===== config.mk =====
export PLATFORM = sky130hd
export DESIGN_NAME = tiamc1_dl_ctrl
export DESIGN_NICKNAME = d
export VERILOG_FILES = /design/src/rtl/tiamc1_dl_pkg.sv /design/src/rtl/tiamc1_dl_region_dec.sv /design/src/rtl/tiamc1_dl_ctrl.sv
export SDC_FILE = /design/constraint.sdc
export NUM_CORES = 1
export LEC_CHECK = 0
export ABC_AREA = 1
export ABC_CLOCK_PERIOD_IN_PS = 3700
export BUFFER_PORTS_ARGS = -buffer_cell sky130_fd_sc_hd__buf_2
export CAP_MARGIN = 40
export CORE_ASPECT_RATIO = 0.7
export CORE_MARGIN = 2
export CORE_UTILIZATION = 61
export DETAILED_ROUTE_END_ITERATION = 6
export HOLD_SLACK_MARGIN = 0.05
export PLACE_DENSITY = 0.87
export SYNTH_ARGS = -nofsm -noshare
export SYNTH_HDL_FRONTEND = slang
export SYNTH_SLANG_ARGS = --single-unit

===== constraint.sdc =====
create_clock -name clk_sys -period 3.7 [get_ports clk_sys]
set_input_delay 0.74 -clock clk_sys [delete_from_list [all_inputs] [get_ports clk_sys]]
set_output_delay 0.74 -clock clk_sys [all_outputs]
set_load 0.005 [all_outputs]

===== src/rtl/tiamc1_dl_pkg.sv =====
// tiamc1_dl_pkg
// Shared definitions for the TIA-MC1 download/boot sequencer:
//   - sequencer state encoding
//   - ROM region map (base / size per region) and total image size
//   - ioctl index constants
//   - small helpers for region limits and the saturating byte counter
package tiamc1_dl_pkg;

  typedef enum logic [1:0] {
    ST_IDLE = 2'd0,
    ST_LOAD = 2'd1,
    ST_HOLD = 2'd2,
    ST_RUN  = 2'd3
  } dl_state_t;

  localparam int NREG_MAP = 4;

  // Regions are contiguous from address 0, so anything at or above
  // ROM_TOTAL misses every region.
  localparam logic [19:0] REG_BASE [NREG_MAP] = '{20'h00000, 20'h10000, 20'h18000, 20'h20000};
  localparam logic [19:0] REG_SIZE [NREG_MAP] = '{20'h10000, 20'h08000, 20'h08000, 20'h00100};

  localparam logic [19:0] ROM_TOTAL = 20'h20100;

  localparam logic [7:0] IDX_ROM = 8'd0;
  localparam logic [7:0] IDX_TNO = 8'd1;

  // First address past region k.
  function automatic logic [19:0] reg_limit(input int k);
    return REG_BASE[k] + REG_SIZE[k];
  endfunction

  // Byte counter increment that sticks at all-ones instead of wrapping.
  function automatic logic [19:0] sat_inc(input logic [19:0] v);
    if (v == 20'hFFFFF) begin
      return v;
    end else begin
      return v + 20'h00001;
    end
  endfunction

endpackage


===== src/rtl/tiamc1_dl_region_dec.sv =====
// tiamc1_dl_region_dec
// Combinational decode of an ioctl byte address into the ROM region map.
// Ports:
//   addr    in  20     ioctl byte address
//   hit     out 1      address falls inside some region
//   sel     out NREG   one-hot region select (all zero on a miss)
//   offset  out 16     address relative to the selected region base
module tiamc1_dl_region_dec
  import tiamc1_dl_pkg::*;
#(
  parameter int NREG = 4
) (
  input  logic [19:0]     addr,
  output logic            hit,
  output logic [NREG-1:0] sel,
  output logic [15:0]     offset
);

  logic [19:0] diff;

  // Range-compare every region; regions never overlap, so OR-ing the
  // masked offsets yields the offset of the single selected region.
  always_comb begin
    sel    = '0;
    offset = 16'h0000;
    diff   = 20'h00000;
    for (int k = 0; k < NREG; k++) begin
      sel[k] = (addr >= REG_BASE[k]) && (addr < reg_limit(k));
      diff   = addr - REG_BASE[k];
      offset = offset | (sel[k] ? diff[15:0] : 16'h0000);
    end
    hit = |sel;
  end

endmodule


===== src/rtl/tiamc1_dl_ctrl.sv =====
// tiamc1_dl_ctrl
// Download and boot sequencer: steers index-0 ioctl bytes into per-region
// ROM write ports, latches the index-1 title number, holds the core in
// reset until a complete image is loaded, then gives the ROM address port
// to the CPU.
// Ports:
//   clk_sys, reset_n      clock, async active-low reset
//   dn_download/index/addr/data/wr   ioctl download stream
//   cpu_addr              CPU ROM address (used in RUN)
//   mem_addr/mem_din/mem_we          ROM write port (one-hot region enable)
//   core_reset            active-high core reset, low only in RUN
//   rom_ready             complete image loaded since reset
//   dn_err                sticky short / out-of-map download flag
//   tno                   title number
module tiamc1_dl_ctrl
  import tiamc1_dl_pkg::*;
#(
  parameter int unsigned HOLD_CYCLES = 1024,
  parameter int          NREG        = 4
) (
  input  logic            clk_sys,
  input  logic            reset_n,
  input  logic            dn_download,
  input  logic [7:0]      dn_index,
  input  logic [19:0]     dn_addr,
  input  logic [7:0]      dn_data,
  input  logic            dn_wr,
  input  logic [15:0]     cpu_addr,
  output logic [15:0]     mem_addr,
  output logic [7:0]      mem_din,
  output logic [NREG-1:0] mem_we,
  output logic            core_reset,
  output logic            rom_ready,
  output logic            dn_err,
  output logic [7:0]      tno
);

  dl_state_t       state_r, state_nx;
  logic [31:0]     hold_r;
  logic [19:0]     cnt_r, cnt_base, cnt_nx;
  logic            oom_r, oom_nx;
  logic            rom_ready_r, dn_err_r, core_reset_r;
  logic [7:0]      tno_r, din_r;
  logic [15:0]     wr_addr_r;
  logic [NREG-1:0] we_r;

  logic            dec_hit;
  logic [NREG-1:0] dec_sel;
  logic [15:0]     dec_off;

  logic go_load, rom_wr, in_wr, oom_wr, fall;

  tiamc1_dl_region_dec #(.NREG(NREG)) u_dec (
    .addr   (dn_addr),
    .hit    (dec_hit),
    .sel    (dec_sel),
    .offset (dec_off)
  );

  // Write qualification and next byte count. A write in the cycle that
  // starts a load is accepted and counted from a freshly cleared counter.
  always_comb begin
    go_load  = dn_download && (dn_index == IDX_ROM);
    rom_wr   = dn_wr && (dn_index == IDX_ROM) && ((state_r == ST_LOAD) || go_load);
    in_wr    = rom_wr && dec_hit;
    oom_wr   = rom_wr && !dec_hit;
    fall     = (state_r == ST_LOAD) && !dn_download;
    cnt_base = (state_r == ST_LOAD) ? cnt_r : 20'h00000;
    cnt_nx   = in_wr ? sat_inc(cnt_base) : cnt_base;
    oom_nx   = ((state_r == ST_LOAD) ? oom_r : 1'b0) | oom_wr;
  end

  // Next-state logic.
  always_comb begin
    state_nx = state_r;
    case (state_r)
      ST_IDLE: begin
        if (go_load) state_nx = ST_LOAD;
        else         state_nx = ST_IDLE;
      end
      ST_LOAD: begin
        if (!dn_download) state_nx = ST_HOLD;
        else              state_nx = ST_LOAD;
      end
      ST_HOLD: begin
        if (go_load)               state_nx = ST_LOAD;
        else if (hold_r == 32'd0)  state_nx = rom_ready_r ? ST_RUN : ST_IDLE;
        else                       state_nx = ST_HOLD;
      end
      ST_RUN: begin
        if (go_load) state_nx = ST_LOAD;
        else         state_nx = ST_RUN;
      end
      default: state_nx = ST_IDLE;
    endcase
  end

  // State register, byte counter, out-of-map tracker and hold timer.
  always_ff @(posedge clk_sys or negedge reset_n) begin
    if (!reset_n) begin
      state_r <= ST_IDLE;
      cnt_r   <= 20'h00000;
      oom_r   <= 1'b0;
      hold_r  <= 32'd0;
    end else begin
      state_r <= state_nx;
      cnt_r   <= cnt_nx;
      oom_r   <= oom_nx;
      if (fall) begin
        hold_r <= 32'(HOLD_CYCLES);
      end else if ((state_r == ST_HOLD) && (hold_r != 32'd0)) begin
        hold_r <= hold_r - 32'd1;
      end
    end
  end

  // Image status flags and core reset. The completeness check sees the
  // byte written in the same cycle as the download falling edge.
  always_ff @(posedge clk_sys or negedge reset_n) begin
    if (!reset_n) begin
      rom_ready_r  <= 1'b0;
      dn_err_r     <= 1'b0;
      core_reset_r <= 1'b1;
    end else begin
      if (fall) begin
        if (cnt_nx >= ROM_TOTAL) begin
          rom_ready_r <= 1'b1;
          dn_err_r    <= oom_nx;
        end else begin
          rom_ready_r <= 1'b0;
          dn_err_r    <= 1'b1;
        end
      end else if (oom_wr) begin
        dn_err_r <= 1'b1;
      end
      core_reset_r <= (state_nx != ST_RUN);
    end
  end

  // ROM write pipeline (one registered pulse per accepted byte) and
  // title-number latch.
  always_ff @(posedge clk_sys or negedge reset_n) begin
    if (!reset_n) begin
      we_r      <= '0;
      wr_addr_r <= 16'h0000;
      din_r     <= 8'h00;
      tno_r     <= 8'h00;
    end else begin
      we_r <= in_wr ? dec_sel : '0;
      if (in_wr) begin
        wr_addr_r <= dec_off;
        din_r     <= dn_data;
      end
      if (dn_wr && (dn_index == IDX_TNO) && (dn_addr == 20'h00000)) begin
        tno_r <= dn_data;
      end
    end
  end

  // The CPU owns the shared address port only while the core runs.
  assign mem_addr   = (state_r == ST_RUN) ? cpu_addr : wr_addr_r;
  assign mem_din    = din_r;
  assign mem_we     = we_r;
  assign core_reset = core_reset_r;
  assign rom_ready  = rom_ready_r;
  assign dn_err     = dn_err_r;
  assign tno        = tno_r;

endmodule


Word-level counts from Yosys, hierarchy flattened
Cells that the tools add are included.
{"block": "totals", "ff_bits": 94, "latchBits": 0, "mem_bits_rw": 0, "mem_bits_ro": 0, "in_bits": 56, "output_inout_bits": 39, "word_cells": 82, "memories": 0}
{"block": "classes", "n_addsub": 5, "n_mul": 0, "div_mod_pow": 0, "order_cmp": 9, "eq_ne": 6, "shift": 0, "muxes": 23, "bitwise_logic": 4, "n_reduce_logical": 24}
{"operator": "$mux 16", "count": 5}
{"operator": "$mux 32", "count": 2}
{"operator": "$mux 20", "count": 3}
{"operator": "$or 16x16->16", "count": 3}
{"operator": "$ge 20x17->1 const B", "count": 2}
{"operator": "$ge 20x18->1 const B", "count": 2}
{"operator": "$lt 20x17->1 const B", "count": 2}
{"operator": "$lt 20x18->1 const B", "count": 2}
{"operator": "$logic_not 32->1", "count": 1}
{"operator": "$reduce_bool 32->1", "count": 1}
{"operator": "$sub 16x1->16 const B", "count": 2}
{"operator": "$sub 32x1->32 const B", "count": 1}
{"operator": "$add 20x1->20 const B", "count": 1}
{"operator": "$eq 20x20->1 const B", "count": 1}
{"operator": "$ge 20x1->1 const B", "count": 1}
{"operator": "$logic_not 20->1", "count": 1}
{"operator": "$sub 16x16->16 const B", "count": 1}
{"operator": "$logic_and 1x1->1", "count": 13}
{"operator": "$mux 2", "count": 5}
{"operator": "$eq 8x1->1 const B", "count": 1}
{"operator": "$logic_not 8->1", "count": 1}
{"operator": "$pmux 2 s4", "count": 1}
{"operator": "$mux 1", "count": 6}
{"operator": "$eq 2x2->1 const B", "count": 2}
{"operator": "9 further kinds", "count": 11}

Depth between registers and ports, before layout
{"block": "depth", "word_depth": 9, "mapped_depth": 21, "ltp_nobuf": 20}

Cells and area by module
Synthesis repeated with hierarchy kept, for this count alone.
{"block": "hier_totals", "cells_unflattened": 766, "area_unflattened_um2": 5552.8}
{"mod": "tiamc1_dl_ctrl", "n_inst": 1, "cells_per_inst": 712, "area_per_inst_um2": 5251.3, "seq_area_each_um2": 2353.5}
{"mod": "tiamc1_dl_region_dec", "n_inst": 1, "cells_per_inst": 54, "area_per_inst_um2": 301.5, "seq_area_each_um2": 0.0}

Worst setup path before layout
OpenSTA, ideal clock, no wires.
{"block": "synth_path", "path_type": "reg2out", "from": "register state_r[0]", "to": "output mem_addr[10]", "t_arrival_ns": 1.589, "required_time_ns": 2.960, "setup_slack_ns": 1.371, "stages_incl_launch_ff": 6, "n_path_buf": 3, "path_cell_list": "dfrtp_1 > buf_6 > buf_4 > nand2_1 > clkbuf_1 > mux2_2"}
{"block": "synth_between", "elab_chain_cells": 2}
{"item": "from (decl)", "line": "tiamc1_dl_ctrl.sv:38", "rtl": "dl_state_t state_r, state_nx;"}
{"item": "from (signal assigned)", "line": "tiamc1_dl_ctrl.sv:106", "rtl": "state_r <= state_nx;"}
{"item": "$eq 2x2->1", "line": "tiamc1_dl_ctrl.sv:161", "rtl": "assign mem_addr = (state_r == ST_RUN) ? cpu_addr : wr_addr_r;"}
{"item": "$mux 16", "line": "tiamc1_dl_ctrl.sv:161"}
{"item": "to (decl)", "line": "tiamc1_dl_ctrl.sv:29", "rtl": "output logic [15:0] mem_addr,"}
No other way between the ends.

Final worst setup path
{"block": "layout_path", "from": "register state_r[1]", "to": "register rom_ready_r (netlist: rom_ready)"}
{"block": "layout_between", "elab_chain_cells": 7, "word_cells_on_any_way": 12, "cone_classes": "add/sub: 1; order compare: 1; eq/ne: 2; mux: 4; reduce/logical: 4"}
{"item": "$eq 2x1->1 (*)", "line": "tiamc1_dl_ctrl.sv:64, tiamc1_dl_ctrl.sv:67, tiamc1_dl_ctrl.sv:68"}
{"item": "$mux 20 or $logic_or 1x1->1 (tied branches)", "line": "tiamc1_dl_ctrl.sv:68, tiamc1_dl_ctrl.sv:64"}
{"item": "$add 20x1->20, or another cell as far along", "line": "tiamc1_dl_pkg.sv:38", "rtl": "return v + 20'h00001;"}
{"item": "$mux 20 or $logic_and 1x1->1 (tied branches)", "line": "tiamc1_dl_pkg.sv:35, tiamc1_dl_ctrl.sv:65"}
{"item": "$mux 20", "line": "tiamc1_dl_ctrl.sv:69", "rtl": "cnt_nx = in_wr ? sat_inc(cnt_base) : cnt_base;"}
{"item": "$ge 20x18->1", "line": "tiamc1_dl_ctrl.sv:126", "rtl": "if (cnt_nx >= ROM_TOTAL) begin"}
{"item": "$mux 1", "line": "tiamc1_dl_ctrl.sv:126"}
{"item": "to (signal assigned)", "line": "tiamc1_dl_ctrl.sv:121", "rtl": "rom_ready_r <= 1'b0;"}
{"item": "to (signal assigned)", "line": "tiamc1_dl_ctrl.sv:127", "rtl": "rom_ready_r <= 1'b1;"}
{"item": "to (signal assigned)", "line": "tiamc1_dl_ctrl.sv:130", "rtl": "rom_ready_r <= 1'b0;"}
{"item": "to (decl)", "line": "tiamc1_dl_ctrl.sv:42", "rtl": "logic rom_ready_r, dn_err_r, core_reset_r;"}
Mark *: on every way between the ends. The rest lies on a longest branch, timed or not.
A chain may end at the register's enable or synchronous reset.

==> run_results.csv <==
group,metric,value,unit
power_and_ir_drop,ir_drop,0.3516,mV
final_layout,syn2layout_area_growth,17.57,%
sta,setup_viol,0,
worst_setup_path,crit_buf_inv,1,
clock_network,cts-root-buf,"clkbuf_16",
floorplanning,start_util,0.6266,
clock_network,h-tree-depth,3,
final_layout,fin_nets,849,
grt,grt_overflow_total,0,
logic_synthesis,yosysTopAreaCell,"dfrtp_1",
logic_synthesis,yosysSeqAreaShare,0.4449,
floorplanning,die_y,81.92,um
clock_network,clock_latency,0.35,ns
clock_network,cts_buffers,9,
final_layout,post-route-util,0.7367,
worst_setup_path,startpoint_type,"flop",
placement,portBuffers,94,
drt,drt_iter0_markers,540,
sta,period_share,0.8160,
drt,ant_nets,0,
floorplanning,core.rowCount,28,
sta,tightestPinTransition,0.7217,ns
worst_setup_path,crit_top_cell,"nand2_1",
worst_setup_path,rr_worst_depth,18,
placement,place_congestion,1.005,
grt,antenna_found_initial,0,
final_layout,drive_gt1_frac,0.2123,
worst_setup_path,crit_path_end_kind,"flop",
sta,max_freq,331.2,MHz
logic_synthesis,async_reset_ff_frac,1.000,
final_layout,seqCellArea,2354,um2
worst_setup_path,timing.rr.start,"state_r[1]",
logic_synthesis,syn_inst,691,
sta,setup_slack,0.6808,ns
drt,drtPass1Iterations,5,
power_and_ir_drop,power.leakage,3.306,nW
drt,drt_wl_total,14390,um
clock_network,cts_tree,"built",
logic_synthesis,synth_cell_types,44,
logic_synthesis,synthTopCellsByArea,"dfrtp_1 (44%), nand2_1 (11%), nor2_1 (7.0%)",
drt,vias_per_cell,5.630,
power_and_ir_drop,cellPowerDensity,541.0,nW/um2
worst_setup_path,r2r-end,"rom_ready",
drt,wl_per_cell,15.71,um
grt,grt_max_degree,50,
final_layout,nFillCells,647,
worst_setup_path,critical_path.max_fanout,15,
floorplanning,core_area,8443,um2
logic_synthesis,ys_ff_latch,94,
sta,finalClockSkew,0.007432,ns
job,cap_violations,0,
clock_network,ctsResizeCount,0,
placement,place_ws,0.7959,ns
worst_setup_path,cpPeakStageDelay,0.48,ns
grt,grt_pass1_wl,23010,um
power_and_ir_drop,power,0.003365,W
sta,grt_setup_unrepaired,"false",
clock_network,path_clk_slew,0.07,ns
sta,slew_viol_final,0,
floorplanning,die_width,115.3,um
clock_network,post_cts_buffers,0,
sta,period_minus_slack,3.019,ns
logic_synthesis,synth_fp_nets,749,
worst_setup_path,path_class,"reg -> reg",
grt,grt_pass1_vias,4815,
logic_synthesis,synth_flop_cell,"dfrtp_1",
worst_setup_path,critical-path-top-delay-family,"simple AND/OR/NAND/NOR gates",
final_layout,multiInputGateArea,2467,um2
worst_hold_path,holdCritPathClass,"in -> async",
drt,via_count,5157,
logic_synthesis,synth.top_cell.area_share,0.4399,
worst_setup_path,worstPathCellList,"inv_4 > nand2_2 > nor2_1 > ha_1 > nand2_1 > nand3b_1 > nor2_1 > nand2_1 > nor2_1 > nand3_1 > nand2_1 > nand3_1 > nor2_1 > nand3_1 > nand2_1 > nand2_1 > nand2_1 > nand2_1",
grt,grt_usage,0.3175,
clock_network,clkSinkCount,94,
sta,fin_tns_setup,0,ns
worst_setup_path,cp.required,3.94,ns
worst_setup_path,rrSetupSlack,0.68,ns
sta,finalHoldViolCount,0,
worst_setup_path,arrival,3.26,ns
logic_synthesis,yosys_warnings,0,
worst_setup_path,crit_slowest_cell,"dfrtp_1",
clock_network,ctsHoldBuffers,0,
sta,slew_headroom,0.5183,
floorplanning,dieArea,9445,um2
outcome,status,"finished clean",
logic_synthesis,synth_edf_count,0,
logic_synthesis,synth_area_per_cell,7.656,um2
clock_network,clockBufferDepth,2,
logic_synthesis,netlist_area,5290,um2
floorplanning,io_pins,95,
placement,dpl.hpwl,10650,um
drt,drc,0,
final_layout,antenna_cells,0,
[worst register-to-register path: stages (launching register included)]
cell	delay, ns
dfrtp_1	0.48
inv_4	0.24
nand2_2	0.09
nor2_1	0.18
ha_1	0.27
nand2_1	0.10
nand3b_1	0.25
nor2_1	0.22
nand2_1	0.12
nor2_1	0.18
nand3_1	0.10
nand2_1	0.15
nand3_1	0.09
nor2_1	0.09
nand3_1	0.09
nand2_1	0.06
nand2_1	0.08
nand2_1	0.07
nand2_1	0.04
[worst max path at each step]
stage / start / to / slack [ns] / depth (start not counted)
floorplan: state_r[0] / mem_addr[10] / 1.37 / 5
global placement: dn_addr[13] / wr_addr_r[15] / 0.79 / 9
detailed placement: dn_addr[13] / rom_ready / 0.80 / 17
CTS: state_r[1] / rom_ready / 0.78 / 18
global route: state_r[1] / rom_ready / 0.42 / 18
finish: state_r[1] / rom_ready / 0.68 / 18
[power breakdown]
group,switching [W],total (W),leakage (nW),internal [W]
combinational,0.000736,0.00114,1.90,0.000407
clock,0.000417,0.000898,0.133,0.000482
sequential,0.000144,0.00132,1.27,0.00118
total,0.00130,0.00337,3.31,0.00207
[routing by layer]
metal  GRT usage  share of wire
met1      0.4115           0.43
met2      0.5187           0.46
met3     0.08930          0.090
met4      0.1060          0.018
met5           0              0
[state kept, by name, summed over array words and instances, names as in the netlist]
| name | cells |
|---|---|
| hold_r | 32 |
| mem_we | 4 |
| core_reset | 1 |
| cnt_r | 20 |
| rom_ready | 1 |
| wr_addr_r | 16 |
| dn_err | 1 |
| mem_din | 8 |
| tno | 8 |
| state_r | 2 |
| oom_r | 1 |
[metrics by stage]
stage / instances / hold WS, ns / cell area [um2]
finish: 916 / 0.2743 / 6220
CTS: 916 / 0.2794 / 6220
floorplan: 691 / 0.4333 / 5290
global route: 916 / 0.2853 / 6220
detailed placement: 900 / 0.4572 / 5936
global placement: 898 / 0.4522 / 5881
[cell usage in the layout, fill, tap and decap left out, types with 3 or more instances in the layout]
cell type / count
nand2_1: 162
nor2_1: 98
inv_1: 94
dfrtp_1: 93
buf_2: 93
o21ai_0: 44
nand3_1: 37
a21oi_1: 25
nand4_1: 18
nor3_1: 16
mux2_2: 16
xor2_1: 11
clkbuf_16: 9
buf_4: 8
nor2_2: 7
nor4_1: 7
inv_2: 4
nor2_4: 4
nand3_2: 4
nand2_2: 3
nand3_4: 3
nand4_2: 3
inv_6: 3
[synthesized netlist by cell type, types with 2 or more instances]
| master | n |
|---|---|
| inv_2 | 4 |
| nor2_2 | 7 |
| nor3b_1 | 2 |
| o21ai_0 | 44 |
| nand3_1 | 37 |
| nand4_1 | 18 |
| o21a_1 | 2 |
| a21oi_1 | 25 |
| o311ai_0 | 2 |
| nor2_1 | 98 |
| mux2_2 | 16 |
| nand2_2 | 3 |
| xor2_1 | 11 |
| nand3_4 | 3 |
| clkbuf_1 | 9 |
| and3_1 | 2 |
| o31ai_1 | 2 |
| nand2_1 | 162 |
| buf_4 | 2 |
| nand4_2 | 3 |
| inv_4 | 2 |
| nor4_1 | 7 |
| nand3_2 | 4 |
| nor2_4 | 4 |
| xnor2_1 | 2 |
| inv_1 | 94 |
| nor3_1 | 16 |
| ha_1 | 2 |
| dfrtp_1 | 93 |
[layout make-up]
| type | count | share of cell area |
|---|---|---|
| Clock buffer | 11 | 0.03903 |
| Clock inverter | 5 | 0.006638 |
| Inverter | 101 | 0.06176 |
| Multi-Input combinational cell | 482 | 0.3967 |
| Sequential cell | 94 | 0.3784 |
| Tap cell | 120 | 0.02414 |
| Timing Repair Buffer | 103 | 0.09334 |
[kinds of logic (layout without fill, tap and decap cells)]
logic type               after synthesis  count (layout)  share of synthesized area
multiplexers                          16              16                    0.03406
AO/OA/AOI/OAI                         78              78                    0.07876
AND/OR/NAND/NOR                      373             373                     0.3273
buffers and inverters                115             220                    0.08869
flip-flops                            94              94                     0.4449
XOR/XNOR                              13              13                    0.02152
adder cells (fa/ha/maj)                2               2                   0.004730
(Power assumes the default switching activity.)
